--- src/rtl/spu_sm_pkg.sv ---
// Shared types, table defaults and helpers for the softmax exp unit.
package spu_sm_pkg;

  localparam int ACC_W = 24;

  typedef enum logic [1:0] {
    ST_IDLE,
    ST_PREP,
    ST_RUN,
    ST_DRAIN
  } state_e;

  typedef enum logic [1:0] {
    SEL_BP    = 2'd0,
    SEL_COEFF = 2'd1,
    SEL_BIAS  = 2'd2,
    SEL_NONE  = 2'd3
  } cfg_sel_e;

  localparam logic signed [7:0] DEF_BP [0:6] = '{
    -8'sd88, -8'sd53, -8'sd38, -8'sd25,
    -8'sd22, -8'sd12, -8'sd5
  };

  localparam logic signed [7:0] DEF_COEFF [0:7] = '{
    8'sd0, 8'sd1, 8'sd4, 8'sd9,
    8'sd15, 8'sd23, 8'sd38, 8'sd55
  };

  localparam logic signed [7:0] DEF_BIAS [0:7] = '{
    8'sd0, 8'sd5, 8'sd15, 8'sd27,
    8'sd37, 8'sd47, 8'sd58, 8'sd64
  };

  function automatic logic signed [7:0] def_bp(
    input int nseg,
    input int i
  );
    if (nseg == 8 && i >= 0 && i < 7) return DEF_BP[i];
    return '0;
  endfunction

  function automatic logic signed [7:0] def_coeff(
    input int nseg,
    input int i
  );
    if (nseg == 8 && i >= 0 && i < 8) return DEF_COEFF[i];
    return '0;
  endfunction

  function automatic logic signed [7:0] def_bias(
    input int nseg,
    input int i
  );
    if (nseg == 8 && i >= 0 && i < 8) return DEF_BIAS[i];
    return '0;
  endfunction

  // Q3.4 breakpoint scaled into the input domain, saturated to 9 bits.
  function automatic logic signed [8:0] bp_scale(
    input logic signed [7:0] f,
    input logic [3:0]        s
  );
    logic signed [ACC_W-1:0] t;
    t = {{(ACC_W-8){f[7]}}, f};
    t = (t <<< s) >>> 4;
    if (t > 24'sd255) return 9'sd255;
    if (t < -24'sd256) return -9'sd256;
    return t[8:0];
  endfunction

endpackage

--- src/rtl/spu_sm_expu_pwl_lane.sv ---
// One exp lane: S1 segment select, S2 MAC/shift/clamp.
// SPU_SM_EXPU_ROUND_EN enables round-half-up before the output shift.
module spu_sm_expu_pwl_lane
  import spu_sm_pkg::*;
#(
  parameter int NSEG   = 8,
  parameter int DIN_W  = 9,
  parameter int DOUT_W = 8
) (
  input  logic                   clk,
  input  logic                   rst_n,
  input  logic                   s1_en,
  input  logic                   s2_en,
  input  logic [3:0]             iss,
  input  logic [3:0]             oss,
  input  logic [DIN_W-1:0]       x,
  input  logic [(NSEG-1)*9-1:0]  bp,
  input  logic [NSEG*8-1:0]      coeff,
  input  logic [NSEG*8-1:0]      bias,
  output logic [DOUT_W-1:0]      dout
);

  localparam int AW = $clog2(NSEG);
  localparam logic signed [ACC_W-1:0] OMAX =
    ACC_W'((1 << DOUT_W) - 1);
`ifdef SPU_SM_EXPU_ROUND_EN
  localparam logic signed [ACC_W-1:0] ONE = 1;
`endif

  logic signed [DIN_W-1:0] x_q, x_d;
  logic [AW-1:0]           seg_q, seg_d;
  logic [DOUT_W-1:0]       dout_q, dout_d;

  logic signed [7:0]       cf, bs;
  logic signed [ACC_W-1:0] cf_e, bs_e, x_e;
  logic signed [ACC_W-1:0] acc, sh;

  always_comb begin
    x_d   = x_q;
    seg_d = seg_q;
    if (s1_en) begin
      x_d   = x;
      seg_d = '0;
      for (int i = 0; i < NSEG-1; i++) begin
        if ($signed(x) >= $signed(bp[i*9 +: 9]))
          seg_d = seg_d + AW'(1);
      end
    end
  end

  always_comb begin
    dout_d = dout_q;
    cf   = coeff[int'(seg_q)*8 +: 8];
    bs   = bias[int'(seg_q)*8 +: 8];
    cf_e = {{(ACC_W-8){cf[7]}}, cf};
    bs_e = {{(ACC_W-8){bs[7]}}, bs};
    x_e  = {{(ACC_W-DIN_W){x_q[DIN_W-1]}}, x_q};
    acc  = cf_e * x_e + (bs_e <<< iss);
`ifdef SPU_SM_EXPU_ROUND_EN
    if (oss != 4'd0)
      acc = acc + (ONE <<< (oss - 4'd1));
`endif
    sh = acc >>> oss;
    if (s2_en) begin
      if (sh < 0)
        dout_d = '0;
      else if (sh > OMAX)
        dout_d = OMAX[DOUT_W-1:0];
      else
        dout_d = sh[DOUT_W-1:0];
    end
  end

  always_ff @(posedge clk or negedge rst_n) begin
    if (!rst_n) begin
      x_q    <= '0;
      seg_q  <= '0;
      dout_q <= '0;
    end else begin
      x_q    <= x_d;
      seg_q  <= seg_d;
      dout_q <= dout_d;
    end
  end

  assign dout = dout_q;

endmodule

--- src/rtl/spu_sm_expu_pwl_array.sv ---
// PWL exp array: FSM, config tables, breakpoint prep, lane array.
// SPU_SM_EXPU_ROUND_EN selects rounding in the lanes.
module spu_sm_expu_pwl_array
  import spu_sm_pkg::*;
#(
  parameter int LANES  = 4,
  parameter int NSEG   = 8,
  parameter int DIN_W  = 9,
  parameter int DOUT_W = 8
) (
  input  logic                      core_clk,
  input  logic                      rst_n,
  input  logic                      cfg_we,
  input  logic [1:0]                cfg_sel,
  input  logic [$clog2(NSEG)-1:0]   cfg_addr,
  input  logic [7:0]                cfg_wdata,
  input  logic [3:0]                input_scale_shift,
  input  logic [3:0]                output_scale_shift,
  input  logic                      prep,
  input  logic                      stop,
  output logic                      busy,
  input  logic                      in_valid,
  output logic                      in_ready,
  input  logic [LANES*DIN_W-1:0]    in_data,
  output logic                      out_valid,
  input  logic                      out_ready,
  output logic [LANES*DOUT_W-1:0]   out_data
);

  localparam int AW  = $clog2(NSEG);
  localparam int NBP = NSEG - 1;

  state_e            state_q, state_d;
  logic [3:0]        iss_q, iss_d, oss_q, oss_d;
  logic [AW-1:0]     idx_q, idx_d;
  logic signed [7:0] bp_f_q  [NBP];
  logic signed [7:0] bp_f_d  [NBP];
  logic signed [7:0] coeff_q [NSEG];
  logic signed [7:0] coeff_d [NSEG];
  logic signed [7:0] bias_q  [NSEG];
  logic signed [7:0] bias_d  [NSEG];
  logic signed [8:0] bp_q    [NBP];
  logic signed [8:0] bp_d    [NBP];
  logic              s1_v_q, s1_v_d, s2_v_q, s2_v_d;
  logic              s1_en, s2_en;

  logic [NBP*9-1:0]  bp_flat;
  logic [NSEG*8-1:0] coeff_flat, bias_flat;

  // S1 advances whenever S2 is free or draining this cycle.
  always_comb begin
    s2_en    = s1_v_q & (~s2_v_q | out_ready);
    in_ready = (state_q == ST_RUN) & (~s1_v_q | s2_en);
    s1_en    = in_valid & in_ready;
    s1_v_d   = s1_en | (s1_v_q & ~s2_en);
    s2_v_d   = s2_en | (s2_v_q & ~out_ready);
  end

  always_comb begin
    state_d = state_q;
    iss_d   = iss_q;
    oss_d   = oss_q;
    idx_d   = idx_q;
    bp_d    = bp_q;
    bp_f_d  = bp_f_q;
    coeff_d = coeff_q;
    bias_d  = bias_q;
    unique case (state_q)
      ST_IDLE: begin
        if (prep) begin
          state_d = ST_PREP;
          iss_d   = input_scale_shift;
          oss_d   = output_scale_shift;
          idx_d   = '0;
        end
        if (cfg_we) begin
          unique case (cfg_sel_e'(cfg_sel))
            SEL_BP: begin
              if (int'(cfg_addr) < NBP)
                bp_f_d[cfg_addr] = cfg_wdata;
            end
            SEL_COEFF: coeff_d[cfg_addr] = cfg_wdata;
            SEL_BIAS:  bias_d[cfg_addr]  = cfg_wdata;
            SEL_NONE:  ;
          endcase
        end
      end
      ST_PREP: begin
        bp_d[idx_q] = bp_scale(bp_f_q[idx_q], iss_q);
        idx_d = idx_q + AW'(1);
        if (idx_q == AW'(NSEG-2))
          state_d = ST_RUN;
      end
      ST_RUN: begin
        if (stop) state_d = ST_DRAIN;
      end
      ST_DRAIN: begin
        if (!s1_v_q && !s2_v_q) state_d = ST_IDLE;
      end
      default: state_d = ST_IDLE;
    endcase
  end

  always_ff @(posedge core_clk or negedge rst_n) begin
    if (!rst_n) begin
      state_q <= ST_IDLE;
      iss_q   <= '0;
      oss_q   <= '0;
      idx_q   <= '0;
      s1_v_q  <= 1'b0;
      s2_v_q  <= 1'b0;
      for (int i = 0; i < NBP; i++) begin
        bp_f_q[i] <= def_bp(NSEG, i);
        bp_q[i]   <= '0;
      end
      for (int i = 0; i < NSEG; i++) begin
        coeff_q[i] <= def_coeff(NSEG, i);
        bias_q[i]  <= def_bias(NSEG, i);
      end
    end else begin
      state_q <= state_d;
      iss_q   <= iss_d;
      oss_q   <= oss_d;
      idx_q   <= idx_d;
      s1_v_q  <= s1_v_d;
      s2_v_q  <= s2_v_d;
      bp_f_q  <= bp_f_d;
      bp_q    <= bp_d;
      coeff_q <= coeff_d;
      bias_q  <= bias_d;
    end
  end

  always_comb begin
    for (int i = 0; i < NBP; i++)
      bp_flat[i*9 +: 9] = bp_q[i];
    for (int i = 0; i < NSEG; i++) begin
      coeff_flat[i*8 +: 8] = coeff_q[i];
      bias_flat[i*8 +: 8]  = bias_q[i];
    end
  end

  for (genvar k = 0; k < LANES; k++) begin : g_lane
    spu_sm_expu_pwl_lane #(
      .NSEG   (NSEG),
      .DIN_W  (DIN_W),
      .DOUT_W (DOUT_W)
    ) u_lane (
      .clk   (core_clk),
      .rst_n (rst_n),
      .s1_en (s1_en),
      .s2_en (s2_en),
      .iss   (iss_q),
      .oss   (oss_q),
      .x     (in_data[k*DIN_W +: DIN_W]),
      .bp    (bp_flat),
      .coeff (coeff_flat),
      .bias  (bias_flat),
      .dout  (out_data[k*DOUT_W +: DOUT_W])
    );
  end

  assign out_valid = s2_v_q;
  assign busy      = (state_q != ST_IDLE);

endmodule

--- config.mk ---
export PLATFORM = sky130hd
export DESIGN_NAME = spu_sm_expu_pwl_array
export DESIGN_NICKNAME = d
export VERILOG_FILES = /design/src/rtl/spu_sm_pkg.sv /design/src/rtl/spu_sm_expu_pwl_lane.sv /design/src/rtl/spu_sm_expu_pwl_array.sv
export SDC_FILE = /design/constraint.sdc
export NUM_CORES = 2
export LEC_CHECK = 0
export ABC_AREA = 1
export CORE_ASPECT_RATIO = 1.5
export CORE_MARGIN = 5
export CORE_UTILIZATION = 56
export CTS_CLUSTER_DIAMETER = 60
export DETAILED_ROUTE_END_ITERATION = 8
export PLACE_DENSITY_LB_ADDON = 0.15
export SLEW_MARGIN = 5
export SYNTH_ARGS = -nofsm -noshare
export SYNTH_HDL_FRONTEND = slang
export SYNTH_SLANG_ARGS = --single-unit
--- constraint.sdc ---
create_clock -name core_clk -period 14.55 [get_ports core_clk]
set_input_delay 1.455 -clock core_clk [delete_from_list [all_inputs] [get_ports core_clk]]
set_output_delay 1.455 -clock core_clk [all_outputs]
set_load 0.05 [all_outputs]
==> tab_implementation.tex <==
\begin{tabular}{lr}
\hline
Metric & Value \\
\hline
\multicolumn{2}{l}{\textbf{Timing}} \\
Final hold viol count & 0 \\
Unrepaired setup endpoints after global routing & false \\
Number of setup violations in the final report & 0 \\
Crit share post-route & about 66\% \\
Final critical path time including I/O delays and setup & around 9.6 ns \\
Total negative slack & 0 ns \\
Max-Slew Margin vs Limit & $\sim$25\% \\
Pins over their slew limit & 0 \\
F\_max & between 0.1 and 0.15 GHz \\
Clock Skew & between 0.06 and 0.07 ns \\
Pin slew with the least headroom to its limit & between 1 and 1.5 ns \\
\multicolumn{2}{l}{\textbf{Setup path}} \\
Cell repeated most along the worst path & sky130\_fd\_sc\_hd\_\_nand2\_1 \\
Internal reg-to-reg setup slack & 5.00 ns \\
Logic depth of the worst register-to-register path & 42 \\
Largest incremental delay on the critical path & between 0.9 and 1 ns \\
CP Class & register to register \\
Endpoint of the most critical register-to-register path & g\_lane[1].u\_lane.dout[7]\$\_DFFE\_PN0P\_ \\
Critical-path maximum fanout & roughly 100 \\
Worst setup SP type & register \\
Launch instance of the worst register-to-register path & g\_lane[1].u\_lane.seg\_q[0]\$\_DFFE\_PN0P\_ \\
Data required time of the worst path & 15.00 ns \\
Slowest CP cell & sky130\_fd\_sc\_hd\_\_clkinv\_1 \\
Worst endpoint data arrival time & around 10 ns \\
Nature of the critical path endpoint & register \\
\multicolumn{2}{l}{\textbf{Global route}} \\
Pin count of the biggest net entering global routing & 157 \\
Initial antenna violation count & 2 \\
Total global routing overflow & 0 \\
First-pass GRT wire length & approximately 250000 um \\
Via count of the first global-routing pass & around 47000 \\
Aggregate global-route resource usage & $\sim$33\% \\
\multicolumn{2}{l}{\textbf{Drt}} \\
Total via count in the routed design & 48430 \\
Total routed wirelength & $\sim$160000 um \\
Wire length per cell after detailed routing & approximately 18 um \\
Remaining antenna violation count after routing & 0 \\
Average vias per placed instance & around 5.7 \\
DRC violation total after the first TritonRoute iteration & between 3000 and 4000 \\
Remaining DRCs & 0 \\
Detailed-router iteration count before antenna repair & 8 \\
\multicolumn{2}{l}{\textbf{Hold path}} \\
Number of cells on the worst hold path & 2 \\
Critical hold path startpoint & g\_lane[1].u\_lane.dout[4]\$\_DFFE\_PN0P\_ \\
Hold worst-path end & g\_lane[1].u\_lane.dout[4]\$\_DFFE\_PN0P\_ \\
Path class of the lowest-slack min-delay path & register to register \\
\multicolumn{2}{l}{\textbf{Placed design}} \\
Placed cell areas & roughly 50000 um2 \\
HPWL after detailed placement & 124900 um \\
Port bufs & $\sim$100 \\
Final GP Congestion & between 1 and 1.5 \\
\multicolumn{2}{l}{\textbf{Layout}} \\
Highest-count cells in the layout ignoring fill and taps & 2378 x sky130\_fd\_sc\_hd\_\_nand2\_1, 1022 x sky130\_fd\_sc\_hd\_\_inv\_1, 627 x sky130\_fd\_sc\_hd\_\_nand3\_1, 613 x sky130\_fd\_sc\_hd\_\_o21ai\_0, 535 x sky130\_fd\_sc\_hd\_\_nor2\_1 \\
Non-Filler Cell Area, Final & 50950 um2 \\
Antenna Cells & 0 \\
Area growth syn-to-layout & 6.283\% \\
Net count, final & 8194 \\
Most common cell after layout, fill and taps aside & sky130\_fd\_sc\_hd\_\_nand2\_1 \\
Fraction of final layout cells sized beyond drive strength 1 & $\sim$3.3\% \\
\multicolumn{2}{l}{\textbf{Synth}} \\
Synth async-reset ratio & 100.0\% \\
Flip-flop and latch count after synthesis & 342 \\
EDFF count, synth & 0 \\
Total standard cell area after synthesis & between 40000 and 50000 um2 \\
Number of different library cells in the post-synthesis netlist & 50 \\
Seq/Total Area, Yosys & 18.06\% \\
Primary flip-flop cell chosen by synthesis mapping & sky130\_fd\_sc\_hd\_\_dfrtp\_1 \\
Number of warnings reported in the yosys synthesis log & 0 \\
Synth Net Count & 8284 \\
Cells after Synth & between 7000 and 8000 \\
Synthesized area per cell & approximately 6.4 um2 \\
\multicolumn{2}{l}{\textbf{Die}} \\
IO Pins & $\sim$100 \\
Die W & approximately 250 um \\
Core outline area & about 85000 um2 \\
DIE AREA & around 90000 um2 \\
Cell row count & about 130 \\
Initial Utilization & between 50\% and 60\% \\
Die Height & around 370 um \\
\multicolumn{2}{l}{\textbf{Clocking}} \\
Number of setup buffers added after CTS & 0 \\
Root buffer cell & sky130\_fd\_sc\_hd\_\_clkbuf\_16 \\
Total clock buffers created by CTS & 41 \\
Number of H-tree levels & 2 \\
Later-pin clock latency in the skew report & a little over 0.6 ns \\
Clock tree from TritonCTS & built \\
Sink Count & between 300 and 400 \\
Cts-stage hold buffer count & 0 \\
Buffers from clock root to sink, at most & 3 \\
Clock slew at the register clock pins of the worst setup and hold paths & about 0.060 ns \\
Number of gates resized after cts & 0 \\
\multicolumn{2}{l}{\textbf{Status}} \\
Status & finished, final reports clean \\
\multicolumn{2}{l}{\textbf{Run}} \\
Max-capacitance violation count & 0 \\
\hline
\end{tabular}
## sequential cells by signal, summed over array words and instances, names as in the netlist
register             flops
g_lane.u_lane.dout      32
bias_flat               64
idx_q                    3
state_q                  2
oss_q                    4
coeff_flat              64
g_lane.u_lane.x_q       36
g_lane.u_lane.seg_q     12
bp_f_q                  56
bp_flat                 63
s1_v_q                   1
out_valid                1
iss_q                    4
## cell type report
type                       instances  area, um2
tap                             1130       1414
timing repair buffer             135       1276
fill                            8463      34120
inverter                        1043       3915
clock buffer                      53       1111
sequential                       342       8668
clock inverter                    23      301.5
multi-input combinational       5820      34260
## per-stage QoR
stage               utilization, %  worst slack, ns  hold slack, ns  std cells
finish                       59.89            4.997          0.4757       8546
global route                 59.89            3.997          0.4967       8546
CTS                          59.89            5.067          0.4803       8546
detailed placement           58.23            5.070          0.4646       8470
global placement             58.23            5.282          0.4612       8470
floorplan                        -            6.617          0.4479       7473
## kinds of logic (layout without fill, tap and decap cells)
| group | Yosys count | after routing | synth area share [%] |
|---|---|---|---|
| AO/OA/AOI/OAI | 1242 | 1242 | 14.13 |
| XOR/XNOR | 115 | 115 | 2.101 |
| adder cells (fa/ha/maj) | 747 | 747 | 23.38 |
| buffers and inverters | 1311 | 1254 | 10.47 |
| flip-flops | 342 | 342 | 18.06 |
| multiplexers | 22 | 22 | 0.4594 |
| AND/OR/NAND/NOR | 3694 | 3694 | 31.41 |
## synth_stat cells (all sizes together), types with 7 or more instances
master,number,area share [%]
a21o,10,0.16
a21oi,398,4.2
a221oi,19,0.35
a22oi,11,0.17
a31oi,44,0.57
buf,70,0.75
clkbuf,198,1.6
dfrtp,263,14
dfstp,79,4.3
fa,248,10
ha,499,13
inv,1039,8.1
mux2i,22,0.46
nand2,2397,19
nand3,628,6.6
nand3b,27,0.42
nand4,49,0.64
nor2,539,4.3
nor3,33,0.34
o2111ai,10,0.18
o211ai,78,1.2
o21a,15,0.23
o21ai,615,6.4
o21bai,23,0.36
o22ai,7,0.091
or2,11,0.14
xnor2,49,0.90
xor2,66,1.2
## worst max path at each step
stage	slack, ns	start	end
2_1_floorplan	6.62	g_lane[2].u_lane.seg_q[0]$_DFFE_PN0P_	g_lane[2].u_lane.dout[0]$_DFFE_PN0P_
3_3_place_gp	5.28	g_lane[1].u_lane.seg_q[0]$_DFFE_PN0P_	g_lane[1].u_lane.dout[2]$_DFFE_PN0P_
3_5_place_dp	5.07	g_lane[1].u_lane.seg_q[0]$_DFFE_PN0P_	g_lane[1].u_lane.dout[3]$_DFFE_PN0P_
4_1_cts	5.07	g_lane[1].u_lane.seg_q[0]$_DFFE_PN0P_	g_lane[1].u_lane.dout[3]$_DFFE_PN0P_
5_1_grt	4.00	g_lane[1].u_lane.seg_q[0]$_DFFE_PN0P_	g_lane[1].u_lane.dout[1]$_DFFE_PN0P_
6_report	5.00	g_lane[1].u_lane.seg_q[0]$_DFFE_PN0P_	g_lane[1].u_lane.dout[7]$_DFFE_PN0P_
## critical path: cells and delay by family (launching register included)
kind | cells | cell delay (ns)
xor gates and xnor gates | 1 | 0.64
and+or+nand+nor | 22 | 2.26
buffers and inverters | 7 | 2.20
DFF | 1 | 0.34
AOI/OAI and AO/OA | 6 | 1.33
adders and majority gates | 6 | 2.63
## per-layer routing
metal  vias up  global-route usage [%]  part of all wire (%)
met2      1624                   58.77                    48
met3       582                   4.246                   5.8
met4         4                   21.26                   8.0
met1     22320                   38.40                    38
met5         -                       0                 0.017
li1      23900                       -                     -
Power is left out: the tool's default activity adds up to more than one toggle a clock period on the data nets, which glitch-free logic cannot reach.
